`config.mk`:
```
export PLATFORM = sky130hd
export DESIGN_NAME = f1_start_sequencer
export DESIGN_NICKNAME = d
export VERILOG_FILES = /design/src/rtl/f1_start_sequencer.sv
export SDC_FILE = /design/constraint.sdc
export NUM_CORES = 1
export LEC_CHECK = 0
export BUFFER_PORTS_ARGS = -buffer_cell sky130_fd_sc_hd__buf_4
export CORE_MARGIN = 1.5
export CORE_UTILIZATION = 55
export CTS_BUF_LIST = sky130_fd_sc_hd__clkbuf_16
export DETAILED_ROUTE_END_ITERATION = 8
export PLACE_DENSITY = 0.76
export SETUP_SLACK_MARGIN = 0.05
export SYNTH_ARGS = -nofsm -noshare
export SYNTH_HDL_FRONTEND = slang
export SYNTH_SLANG_ARGS = --single-unit
```
`constraint.sdc`:
```
create_clock -name clk -period 3.27 [get_ports clk]
set_input_delay 0.1635 -clock clk [delete_from_list [all_inputs] [get_ports clk]]
set_output_delay 0.1635 -clock clk [all_outputs]
set_load 0.005 [all_outputs]
```
`src/rtl/f1_start_sequencer.sv`:
```
// F1 start-lights sequencer: lamp countdown, random hold, reaction-time measurement.
// Optional macro F1_REACT_SYNC_EN: synchronise the react button and act on its rising edge only.
module f1_start_sequencer #(
    parameter int TICK_DIV = 24,
    parameter int RT_W     = 16
) (
    input  logic            clk,
    input  logic            rst,
    input  logic            trigger,
    input  logic            react,
    output logic [7:0]      lights,
    output logic            light_step,
    output logic [RT_W-1:0] react_time,
    output logic            rt_valid,
    output logic            jump_start
);
    localparam int PW = (TICK_DIV > 2) ? $clog2(TICK_DIV) : 1;
    localparam logic [PW-1:0] PRE_RELOAD = PW'(TICK_DIV - 1);

    typedef enum logic [2:0] {S_IDLE, S_SEQ, S_HOLD, S_GO, S_DONE} state_t;

    state_t          state_q, state_d;
    logic [7:0]      lights_q, lights_d;
    logic            step_q, step_d;
    logic [RT_W-1:0] react_time_q, react_time_d;
    logic            rt_valid_q, rt_valid_d;
    logic            jump_q, jump_d;
    logic [PW-1:0]   presc_q, presc_d;
    logic [6:0]      lfsr_q, lfsr_d;
    logic [6:0]      hold_q, hold_d;
    logic [RT_W-1:0] rt_cnt_q, rt_cnt_d;
    logic            react_eff;
    logic            tick;

`ifdef F1_REACT_SYNC_EN
    logic sync1_q, sync2_q, prev_q;

    always_ff @(posedge clk) begin
        if (rst) begin
            sync1_q <= 1'b0;
            sync2_q <= 1'b0;
            prev_q  <= 1'b0;
        end else begin
            sync1_q <= react;
            sync2_q <= sync1_q;
            prev_q  <= sync2_q;
        end
    end

    assign react_eff = sync2_q & ~prev_q;
`else
    assign react_eff = react;
`endif

    assign tick = ((state_q == S_SEQ) || (state_q == S_HOLD)) && (presc_q == '0);

    always_comb begin
        state_d      = state_q;
        lights_d     = lights_q;
        step_d       = 1'b0;
        react_time_d = react_time_q;
        rt_valid_d   = rt_valid_q;
        jump_d       = jump_q;
        presc_d      = presc_q;
        hold_d       = hold_q;
        rt_cnt_d     = rt_cnt_q;
        lfsr_d       = {lfsr_q[5:0], lfsr_q[6] ^ lfsr_q[5]};

        if ((state_q == S_SEQ) || (state_q == S_HOLD)) begin
            presc_d = tick ? PRE_RELOAD : presc_q - 1'b1;
        end

        case (state_q)
            S_IDLE, S_DONE: begin
                if (trigger) begin
                    state_d    = S_SEQ;
                    lights_d   = 8'h00;
                    rt_valid_d = 1'b0;
                    jump_d     = 1'b0;
                    presc_d    = PRE_RELOAD;
                end
            end
            S_SEQ, S_HOLD: begin
                // A press before lights-out beats any coincident tick
                if (react_eff) begin
                    state_d      = S_DONE;
                    lights_d     = 8'h00;
                    jump_d       = 1'b1;
                    rt_valid_d   = 1'b0;
                    react_time_d = '0;
                end else if (tick && (state_q == S_SEQ)) begin
                    lights_d = {lights_q[6:0], 1'b1};
                    step_d   = 1'b1;
                    if (lights_q[6:0] == 7'h7F) begin
                        state_d = S_HOLD;
                        hold_d  = lfsr_q;
                    end
                end else if (tick) begin
                    if (hold_q == 7'd1) begin
                        state_d  = S_GO;
                        lights_d = 8'h00;
                        step_d   = 1'b1;
                        rt_cnt_d = '0;
                    end else begin
                        hold_d = hold_q - 7'd1;
                    end
                end
            end
            S_GO: begin
                if (react_eff) begin
                    state_d      = S_DONE;
                    react_time_d = rt_cnt_q;
                    rt_valid_d   = 1'b1;
                end else if (rt_cnt_q != {RT_W{1'b1}}) begin
                    rt_cnt_d = rt_cnt_q + 1'b1;
                end
            end
            default: state_d = S_IDLE;
        endcase
    end

    always_ff @(posedge clk) begin
        if (rst) begin
            state_q      <= S_IDLE;
            lights_q     <= 8'h00;
            step_q       <= 1'b0;
            react_time_q <= '0;
            rt_valid_q   <= 1'b0;
            jump_q       <= 1'b0;
            presc_q      <= PRE_RELOAD;
            lfsr_q       <= 7'h01;
            hold_q       <= 7'd0;
            rt_cnt_q     <= '0;
        end else begin
            state_q      <= state_d;
            lights_q     <= lights_d;
            step_q       <= step_d;
            react_time_q <= react_time_d;
            rt_valid_q   <= rt_valid_d;
            jump_q       <= jump_d;
            presc_q      <= presc_d;
            lfsr_q       <= lfsr_d;
            hold_q       <= hold_d;
            rt_cnt_q     <= rt_cnt_d;
        end
    end

    assign lights     = lights_q;
    assign light_step = step_q;
    assign react_time = react_time_q;
    assign rt_valid   = rt_valid_q;
    assign jump_start = jump_q;
endmodule
```
---- Word level (Yosys, flattened, before mapping) ----
Index checks and enable logic that the tools add are counted.
cells by class
  reductions and logical operators ........ 19
  add/sub/neg operators ................... 3
  multiplexer cells ....................... 40
  eq/ne operators ......................... 21
  bitwise operators ....................... 3
operators by type and width
  cell                     count
  $mux W16                 8
  $pmux W16 S2             2
  $mux W8                  5
  $mux W7                  4
  $mux W3                  7
  $mux W5                  4
  $ne A2 B2 Y1 const B     10
  $add A16 B1 Y16 const B  1
  $ne A16 B16 Y1 const B   1
  $pmux W8 S2              1
  $ne A4 B4 Y1 const B     3
  $reduce_and A5 Y1        2
  $pmux W3 S3              1
  $reduce_and A4 Y1        2
  $eq A7 B1 Y1 const B     1
  $eq A7 B7 Y1 const B     1
  $reduce_and A7 Y1        1
  $sub A7 B1 Y7 const B    1
  $eq A3 B2 Y1 const B     2
  $mux W1                  6
  $reduce_and A3 Y1        2
  $reduce_bool A2 Y1       3
  $logic_not A5 Y1         1
  $sub A5 B1 Y5 const B    1
  13 further kinds         16
word-level totals
  input bits .............................. 4
  bits in registers ....................... 65
  output and inout port bits .............. 27

---- Longest topological paths before layout ----
Gate-level depths: netlist of run 1.
  depth in word-level cells ............... 7
  mapped depth ............................ 9

---- Worst setup path before layout of run 1 ----
OpenSTA, ideal clock, no wires.
  kind .................................... register -> register
  from .................................... register presc_q[0]
  to ...................................... register hold_q[0]
  data arrival time ....................... 1.853 ns
  slack ................................... 1.282 ns
  period minus slack after synthesis ...... 1.988 ns
  data required time ...................... 3.135 ns
  stages on the path, launching flop included .. 9
  library setup time ...................... 0.135 ns
  cells stage by stage .................... dfxtp_1 -> inv_1 -> ha_1 -> or4b_1 -> buf_2 -> a211o_1 -> o2111a_2 -> a21oi_1 -> a311oi_2
between the ends
  word-level cells in the longest chain between the ends .. 5
  elaborated cells between the ends (all ways) .. 8
  those cells by class .................... eq/ne: 2; mux: 1; reduce/logical: 5
RTL lines
  element                                               RTL line  text
  start, declared                                       28        logic [PW-1:0] presc_q, presc_d;
  start signal, assigned                                141       presc_q <= presc_d;
  $logic_not A5 Y1 *                                    55        assign tick = ((state_q == S_SEQ) || (state_q == S_HOLD)) && (presc_q == '0);
  $logic_and A1 B1 Y1 *                                 55
  $logic_and A1 B1 Y1                                   91        end else if (tick && (state_q == S_SEQ)) begin
  $ne A2 B1 Y1 (no line), or another cell as far along  --
  $reduce_and A5 Y1 (no line)                           --
  end signal, assigned                                  143       hold_q <= hold_d;
  end, declared                                         30        logic [6:0] hold_q, hold_d;
Every way passes the cells marked *; elsewhere a longest branch is shown, timed or not.
A chain may end at the register's enable or synchronous reset.

---- Final worst setup path of run 1 ----
Same ends and word-level chain as after synthesis.

==> results of run 1 <==
Yosys cell counts, types with 3 or more instances:
cell / number / area [um2]
buf_2: 8 / 40.04
o21ai_1: 6 / 30.03
a21oi_1: 31 / 155.2
nor3_1: 13 / 65.06
ha_1: 4 / 50.05
nand4_1: 3 / 18.77
o211ai_1: 3 / 22.52
nor2_1: 30 / 112.6
clkbuf_1: 16 / 60.06
a311oi_1: 6 / 52.55
a21o_1: 3 / 22.52
nand2_1: 42 / 157.7
or4_1: 3 / 22.52
a22oi_1: 8 / 60.06
a41oi_1: 5 / 43.79
o2bb2ai_1: 3 / 26.28
nand3_1: 23 / 115.1
nor2b_1: 6 / 37.54
inv_1: 6 / 22.52
dfxtp_1: 65 / 1301
a31oi_1: 8 / 50.05
nand2b_1: 3 / 18.77
o21ai_0: 11 / 55.05
a211oi_1: 3 / 22.52
and3_1: 4 / 25.02
and2_1: 3 / 18.77
or3_1: 3 / 18.77
state kept, by name (all words and copies together) (netlist names):
register    count
state_q         3
jump_start      1
lights          8
rt_cnt_q       16
rt_valid        1
react_time     16
lfsr_q          7
light_step      1
presc_q         5
hold_q          7
worst paths after layout:
path	from	endpoint	depth (start not counted)
setup / recovery	presc_q[0]$_SDFF_PP1_	hold_q[0]$_SDFFE_PP0P_	7
hold / removal	trigger	state_q[0]$_SDFFE_PP0P_	3
setup reg to reg	presc_q[0]$_SDFF_PP1_	hold_q[0]$_SDFFE_PP0P_	7
hold reg to reg	react_time[2]$_SDFFE_PP0P_	react_time[2]$_SDFFE_PP0P_	2
layer usage:
metal  vias up  part of all wire [%]  GRT usage (%)
met5         -                     0              0
met4         0                   1.8          10.18
met3        13                   5.9          8.118
met2        97                    44          37.19
met1      1308                    48          33.70
li1       1371                     -              -
cells by family (layout without fill, tap and decap cells):
kind of cell / count (synthesis) / in the layout / synth area share (%)
flip-flops: 65 / 65 / 42.69
AND/OR/NAND/NOR: 154 / 154 / 26.52
buffers and inverters: 31 / 57 / 4.146
XOR/XNOR: 3 / 3 / 0.8622
multiplexers: 2 / 2 / 0.6568
AO/OA/AOI/OAI: 103 / 103 / 23.48
adder cells (fa/ha/maj): 4 / 4 / 1.642
layout by cell type, fill, tap and decap left out, types with 3 or more instances in the layout:
cell type  netlist  layout
a211oi_1         3       3
a21o_1           3       3
a21oi_1         31      31
a22oi_1          8       8
a311oi_1         6       6
a31oi_1          8       8
a41oi_1          5       5
and2_1           3       3
and3_1           4       4
buf_4            0      35
bufinv_16        0       3
clkbuf_16        0       9
dfxtp_1         65      65
ha_1             4       4
inv_1            6       7
nand2_1         42      42
nand2b_1         3       3
nand3_1         23      23
nand4_1          3       3
nor2_1          30      30
nor2b_1          6       6
nor3_1          13      13
o211ai_1         3       3
o21ai_0         11      11
o21ai_1          6       6
o2bb2ai_1        3       3
or3_1            3       3
or4_1            3       3
power breakdown:
| part | switching [mW] | leakage [nW] | total, mW | internal (mW) |
|---|---|---|---|---|
| Sequential | 0.0112 | 0.525 | 0.813 | 0.802 |
| Combinational | 0.0673 | 0.591 | 0.0971 | 0.0297 |
| Clock | 0.338 | 0.164 | 1.07 | 0.737 |
| Total | 0.416 | 1.28 | 1.98 | 1.57 |
layout make-up:
| class | instances | area, um2 |
|---|---|---|
| repair buffers | 35 | 262.8 |
| clock inverters | 7 | 110.1 |
| inverters | 6 | 22.52 |
| well taps | 70 | 87.58 |
| fillers | 441 | 1608 |
| flip-flops and latches | 65 | 1301 |
| clock buffers | 9 | 225.2 |
| multi-input cells | 266 | 1620 |
critical path: cells and delay by family, from the launching register on:
family	cells	cell delay, ns
compound gates	3	0.64
fa+ha+maj	1	0.19
buf+inv	1	0.08
flops	1	0.32
simple gates	2	1.09
==> impl_metrics.env, run 1 <==
export IMPL_diodes=0
export IMPL_clk_path_buf_depth=2
export IMPL_synth_seq_cells=65
export IMPL_worstMarginPinSlew_ns=0.9416
export IMPL_power_mw=1.985
export IMPL_cts_tree="done"
export IMPL_cts_max_level=3
export IMPL_route_detailed_wl_per_inst_um=15.54
export IMPL_slew_violations=0
export IMPL_post_cts_buffers=0
export IMPL_place_ws_ns=0.8919
export IMPL_cap_violations=0
export IMPL_worst_hold_slack_ns=0.1997
export IMPL_stdcell_count=458
export IMPL_drtPass1Iterations=4
export IMPL_die_h_um=77.44
export IMPL_clkLatencyLatePin_ns=0.33
export IMPL_gp_congestion=0.8854
export IMPL_worstSetupPathType="register to register"
export IMPL_antenna_left=0
export IMPL_drc=0
export IMPL_die_area_mm2=0.005997
export IMPL_slew_limit_headroom_pct=36.40
export IMPL_slowest_stage="or4b_1"
export IMPL_yosys_warnings=0
export IMPL_start_kind="register"
export IMPL_grt_pass1_wl_um=11920
export IMPL_numPlacedInstances=442
export IMPL_io_pins=31
export IMPL_drtIter0Drc=204
export IMPL_area_growth_pct=19.09
export IMPL_core_mm2=0.005238
export IMPL_clock_sinks=65
export IMPL_synth_edf_count=0
export IMPL_crit_required_ns=3.51
export IMPL_cts_made_buffers=9
export IMPL_grt_overflow_total=0
export IMPL_slowest_delay_ns=0.66
export IMPL_viasPerCell=6.090
export IMPL_hold_viol_final=0
export IMPL_grt_total_usage_pct=25.11
export IMPL_rows=26
export IMPL_synthesis_nets=370
export IMPL_leakage_nw=1.281
export IMPL_vdd_drop_max_mv=0.4391
export IMPL_rsz0062_at_grt="no"
export IMPL_ys_seq_area_share_pct=42.69
export IMPL_nets=391
export IMPL_setup_violations=0
export IMPL_status="complete, no violations"
export IMPL_drt_total_wl_um=7116
export IMPL_min_period_over_period_pct=73.86
export IMPL_cp_data_arrival_time_ns=2.66
export IMPL_syn_inst=362
export IMPL_fin_area_mm2=0.003630
export IMPL_clock_skew_ns=0.005670
export IMPL_cp_end_kind="register"
export IMPL_clkTransAtPathRegs_ns=0.05
export IMPL_setup_tns_ns=0
export IMPL_syn_avg_cell_area_um2=8.420
export IMPL_dp_final_hpwl_um=4453
export IMPL_drive_gt1_share_pct=16.75
export IMPL_grt_max_degree=63
export IMPL_fin_ws_ns=0.8546
export IMPL_synth_area_mm2=0.003048
export IMPL_rrSetupSlack_ns=0.85
export IMPL_ys_types=59
export IMPL_port_buffers=30
export IMPL_hold_class="input pin to register"
export IMPL_synth_async_reset_ratio_pct=0
export IMPL_crit_fanout=16
export IMPL_grt_pass1_vias=2496
export IMPL_synth_main_ff_cell="dfxtp_1"
export IMPL_clockRootBuffer="clkbuf_16"
export IMPL_die_x_um=77.44
export IMPL_path_cells="inv_1 > ha_1 > or4b_1 > nor2_4 > o2111a_2 > a21oi_1 > a311oi_2"
export IMPL_holdBufCountCts=0
export IMPL_cts_resized=0
export IMPL_placed_cell_area_mm2=0.003294
export IMPL_antenna_found_initial=0
export IMPL_layout_min_cycle_time_ns=2.415
export IMPL_via_count=2789
export IMPL_power_density_mw_per_mm2=546.8
export IMPL_fmax_mhz=414.0
export IMPL_start_util_pct=58.19
export IMPL_final_util_pct=69.30
Power figures use the tool's default switching activity.
==> inputs of run 2 (changes only) <==
clock period = 2.4 ns   (was 3.27 ns; I/O delays follow)
==> impl_metrics.env, run 2 (same netlist as run 1, synthesis figures left out) <==
export IMPL_clock_sinks=65
export IMPL_cts_tree="done"
export IMPL_start_util_pct=58.19
export IMPL_cts_made_buffers=9
export IMPL_slew_violations=0
export IMPL_port_buffers=30
export IMPL_post_cts_buffers=0
export IMPL_final_common_cell="dfxtp_1"
export IMPL_grt_max_degree=63
export IMPL_fmax_mhz=457.8
export IMPL_power_density_mw_per_mm2=673.2
export IMPL_clock_skew_ns=0.005735
export IMPL_slew_limit_headroom_pct=47.77
export IMPL_antenna_found_initial=0
export IMPL_io_pins=31
export IMPL_antenna_left=0
export IMPL_setup_tns_ns=0
export IMPL_gp_congestion=0.8742
export IMPL_crit_fanout=11
export IMPL_nets=399
export IMPL_cp_end_kind="register"
export IMPL_clkLatencyLatePin_ns=0.32
export IMPL_min_period_over_period_pct=91.01
export IMPL_die_x_um=77.44
export IMPL_drt_total_wl_um=7234
export IMPL_drtIter0Drc=239
export IMPL_dp_final_hpwl_um=4619
export IMPL_worst_hold_slack_ns=0.1350
export IMPL_core_mm2=0.005238
export IMPL_grt_pass1_vias=2637
export IMPL_final_cell_mix="dfxtp_1 (65), buf_4 (43), nand2_1 (42)"
export IMPL_grt_overflow_total=0
export IMPL_vdd_drop_max_mv=0.5115
export IMPL_die_area_mm2=0.005997
export IMPL_cap_violations=0
export IMPL_via_count=2835
export IMPL_holdBufCountCts=0
export IMPL_clkTransAtPathRegs_ns=0.05
export IMPL_rows=26
export IMPL_drive_gt1_share_pct=18.18
export IMPL_drc=0
export IMPL_clockRootBuffer="clkbuf_16"
export IMPL_clk_path_buf_depth=2
export IMPL_area_growth_pct=19.54
export IMPL_drtPass1Iterations=4
export IMPL_diodes=0
export IMPL_grt_pass1_wl_um=12280
export IMPL_rsz0062_at_grt="no"
export IMPL_layout_min_cycle_time_ns=2.184
export IMPL_hold_viol_final=0
export IMPL_worstMarginPinSlew_ns=0.7799
export IMPL_cts_max_level=3
export IMPL_cts_resized=0
export IMPL_viasPerCell=6.084
export IMPL_worstSetupPathType="register to register"
export IMPL_die_h_um=77.44
export IMPL_crit_required_ns=2.58
export IMPL_hold_class="input pin to register"
export IMPL_start_kind="register"
export IMPL_route_detailed_wl_per_inst_um=15.52
export IMPL_setup_violations=0
export IMPL_cp_data_arrival_time_ns=2.36
export IMPL_grt_total_usage_pct=25.51
export IMPL_leakage_nw=1.302
export IMPL_status="complete, no violations"
[run 2: changes by cell type in the layout (fill, tap and decap cells not counted)]
cell,previous run,this run
nor4b_2,1,2
clkinv_1,1,3
inv_1,7,8
nor4b_1,2,1
or4b_1,1,0
bufinv_16,3,1
or4b_4,1,2
clkinvlp_4,1,0
buf_4,35,43
[run 2: final cells by class]
| class | count | area [um2] |
|---|---|---|
| repair buffers | 43 | 322.8 |
| inverters | 6 | 22.52 |
| multi-input cells | 266 | 1630 |
| fillers | 452 | 1594 |
| flip-flops and latches | 65 | 1301 |
| clock inverters | 7 | 53.80 |
| well taps | 70 | 87.58 |
| clock buffers | 9 | 225.2 |
[run 2: per-layer routing]
layer | vias up | track usage [%] | wire, um
li1 | 1391 | - | -
met1 | 1321 | 34.07 | 3308
met2 | 107 | 39.04 | 3269
met3 | 16 | 5.059 | 524
met4 | 0 | 13.09 | 132
met5 | - | 0 | 0
[run 2: stage by stage]
stage                     setup slack (ns)  area (um2)  total power, mW  cells  utilization (%)
after global routing               0.09393        3643            2.540    466            69.57
after floorplan                     0.4117        3048            1.226    362                -
after detailed placement            0.2015        3354            1.264    450            64.05
after global placement              0.2627        3354            1.259    450            64.05
final                               0.2156        3643            2.453    466            69.57
after CTS                           0.1576        3633            2.473    466            69.37
[run 2: path summary, 6_finish.rpt]
kind,from,slack (ns),depth (start not counted),endpoint
max reg2reg,hold_q[4]$_SDFFE_PP0P_,0.22,6,rt_cnt_q[13]$_SDFFE_PP0P_
min reg2reg,react_time[12]$_SDFFE_PP0P_,0.45,2,react_time[12]$_SDFFE_PP0P_
min,trigger,0.14,3,state_q[0]$_SDFFE_PP0P_
max,hold_q[4]$_SDFFE_PP0P_,0.22,6,rt_cnt_q[13]$_SDFFE_PP0P_
[run 2: report_power, final]
group	switching [mW]	internal (mW)	total (mW)
Combinational	0.0923	0.0416	0.134
Clock	0.428	0.782	1.21
Sequential	0.0156	1.09	1.11
Total	0.536	1.92	2.45
[run 2: critical path: stages, from the launching register on]
cell and delay, ns:
dfxtp_1 0.34, or3_4 0.39, nor4b_2 0.47, a41oi_1 0.20, buf_4 0.21, nor2_2 0.28, a311oi_1 0.15
==> inputs of run 3 (changes only) <==
CORE_UTILIZATION = 31   (was 55)
PLACE_DENSITY = 0.53   (was 0.76)
REMOVE_ABC_BUFFERS = 1   (was default)
==> impl_metrics.env, run 3 (same netlist as run 1, synthesis figures left out) <==
export IMPL_status="complete, no violations"
export IMPL_drc=0
export IMPL_setup_tns_ns=0
export IMPL_area_growth_pct=21.39
export IMPL_clockRootBuffer="clkbuf_16"
export IMPL_grt_overflow_total=0
export IMPL_die_area_mm2=0.01044
export IMPL_grt_max_degree=63
export IMPL_slew_violations=0
export IMPL_final_cell_mix="dfxtp_1 (65), buf_4 (46), nand2_1 (42)"
export IMPL_worstSetupPathType="register to register"
export IMPL_cts_made_buffers=9
export IMPL_crit_fanout=9
export IMPL_clock_skew_ns=0.009272
export IMPL_diodes=0
export IMPL_hold_viol_final=0
export IMPL_nets=402
export IMPL_antenna_found_initial=0
export IMPL_power_density_mw_per_mm2=632.6
export IMPL_antenna_left=0
export IMPL_gp_congestion=0.7977
export IMPL_drt_total_wl_um=7406
export IMPL_cts_tree="done"
export IMPL_clk_path_buf_depth=2
export IMPL_dp_final_hpwl_um=4781
export IMPL_start_util_pct=31.62
export IMPL_crit_start="presc_q[0]$_SDFF_PP1_"
export IMPL_route_detailed_wl_per_inst_um=14.00
export IMPL_clock_sinks=65
export IMPL_clkTransAtPathRegs_ns=0.05
export IMPL_port_buffers=30
export IMPL_drive_gt1_share_pct=18.18
export IMPL_setup_violations=0
export IMPL_viasPerCell=5.238
export IMPL_clkLatencyLatePin_ns=0.33
export IMPL_placed_cell_area_mm2=0.003456
export IMPL_min_from="trigger"
export IMPL_cp_end_kind="register"
export IMPL_grt_pass1_vias=2633
export IMPL_io_pins=31
export IMPL_core_mm2=0.009639
export IMPL_cap_violations=0
export IMPL_hold_class="input pin to register"
export IMPL_slew_limit_headroom_pct=55.32
export IMPL_layout_min_cycle_time_ns=2.142
export IMPL_die_h_um=102.2
export IMPL_drtPass1Iterations=6
export IMPL_crit_reg2reg_launch="presc_q[0]$_SDFF_PP1_"
export IMPL_worstMarginPinSlew_ns=0.6702
export IMPL_start_kind="register"
export IMPL_post_cts_buffers=0
export IMPL_die_x_um=102.2
export IMPL_vdd_drop_max_mv=0.3415
export IMPL_min_period_over_period_pct=89.25
export IMPL_final_common_cell="dfxtp_1"
export IMPL_cp_data_arrival_time_ns=2.38
export IMPL_grt_pass1_wl_um=12560
export IMPL_cts_max_level=3
export IMPL_fmax_mhz=466.8
export IMPL_fin_area_mm2=0.003700
export IMPL_final_util_pct=38.38
export IMPL_leakage_nw=1.294
export IMPL_rows=36
export IMPL_via_count=2771
export IMPL_drtIter0Drc=104
export IMPL_worst_hold_slack_ns=0.1531
export IMPL_grt_total_usage_pct=15.16
export IMPL_crit_required_ns=2.64
export IMPL_rsz0062_at_grt="no"
-- run 3: cell count changes in the layout (fill, tap and decap cells not counted) --
cell	before	now
nor4b_2	2	1
clkinv_2	1	0
inv_1	8	7
buf_4	43	46
nor4b_1	1	2
bufinv_16	1	0
-- run 3: critical path: stages, from the launching register on --
cell and delay (ns):
dfxtp_1 0.32, inv_1 0.07, ha_1 0.19, or4b_4 0.56, nor2_4 0.28, o2111a_2 0.29
a21oi_1 0.09, a311oi_2 0.23
-- run 3: routing by layer --
layer / vias up / routed length, um / GRT usage (%)
met2: 60 / 3606 / 24.71
met4: 0 / 30 / 6.112
met3: 2 / 280 / 3.283
met5: - / 0 / 0
li1: 1391 / - / -
met1: 1318 / 3489 / 19.52
-- run 3: final timing paths --
kind,to,slack (ns),cells past startpoint
worst max-delay path,hold_q[0]$_SDFFE_PP0P_,0.26,7
worst max register to register,hold_q[0]$_SDFFE_PP0P_,0.26,7
worst min register to register,react_time[6]$_SDFFE_PP0P_,0.45,2
worst min-delay path,state_q[0]$_SDFFE_PP0P_,0.15,3
-- run 3: power breakdown --
group	internal, mW	switching [mW]
clock network	0.665	0.433
logic	0.0429	0.0901
registers	1.09	0.0157
total	1.80	0.539
-- run 3: repair_timing --
item,in CTS,in global routing
gates resized for setup,0,1
setup endpoints to repair,0,7
hold buffers,0,0
hold endpoints to repair,0,0
-- run 3: final cells by class --
class / instances / area [um2]
clock buffer: 9 / 225.2
clock inverter: 4 / 15.01
fill: 1018 / 5939
inverter: 6 / 22.52
multi-input combinational: 266 / 1624
sequential: 65 / 1301
tap: 133 / 166.4
timing repair buffer: 46 / 345.3
-- run 3: stage by stage --
step | power [mW] | setup slack (ns) | std cells
floorplan | 1.200 | 0.2482 | 337
global placement | 1.264 | 0.2108 | 516
detailed placement | 1.265 | 0.1437 | 516
CTS | 2.371 | 0.1255 | 529
global route | 2.431 | 0.07595 | 529
finish | 2.341 | 0.2579 | 529
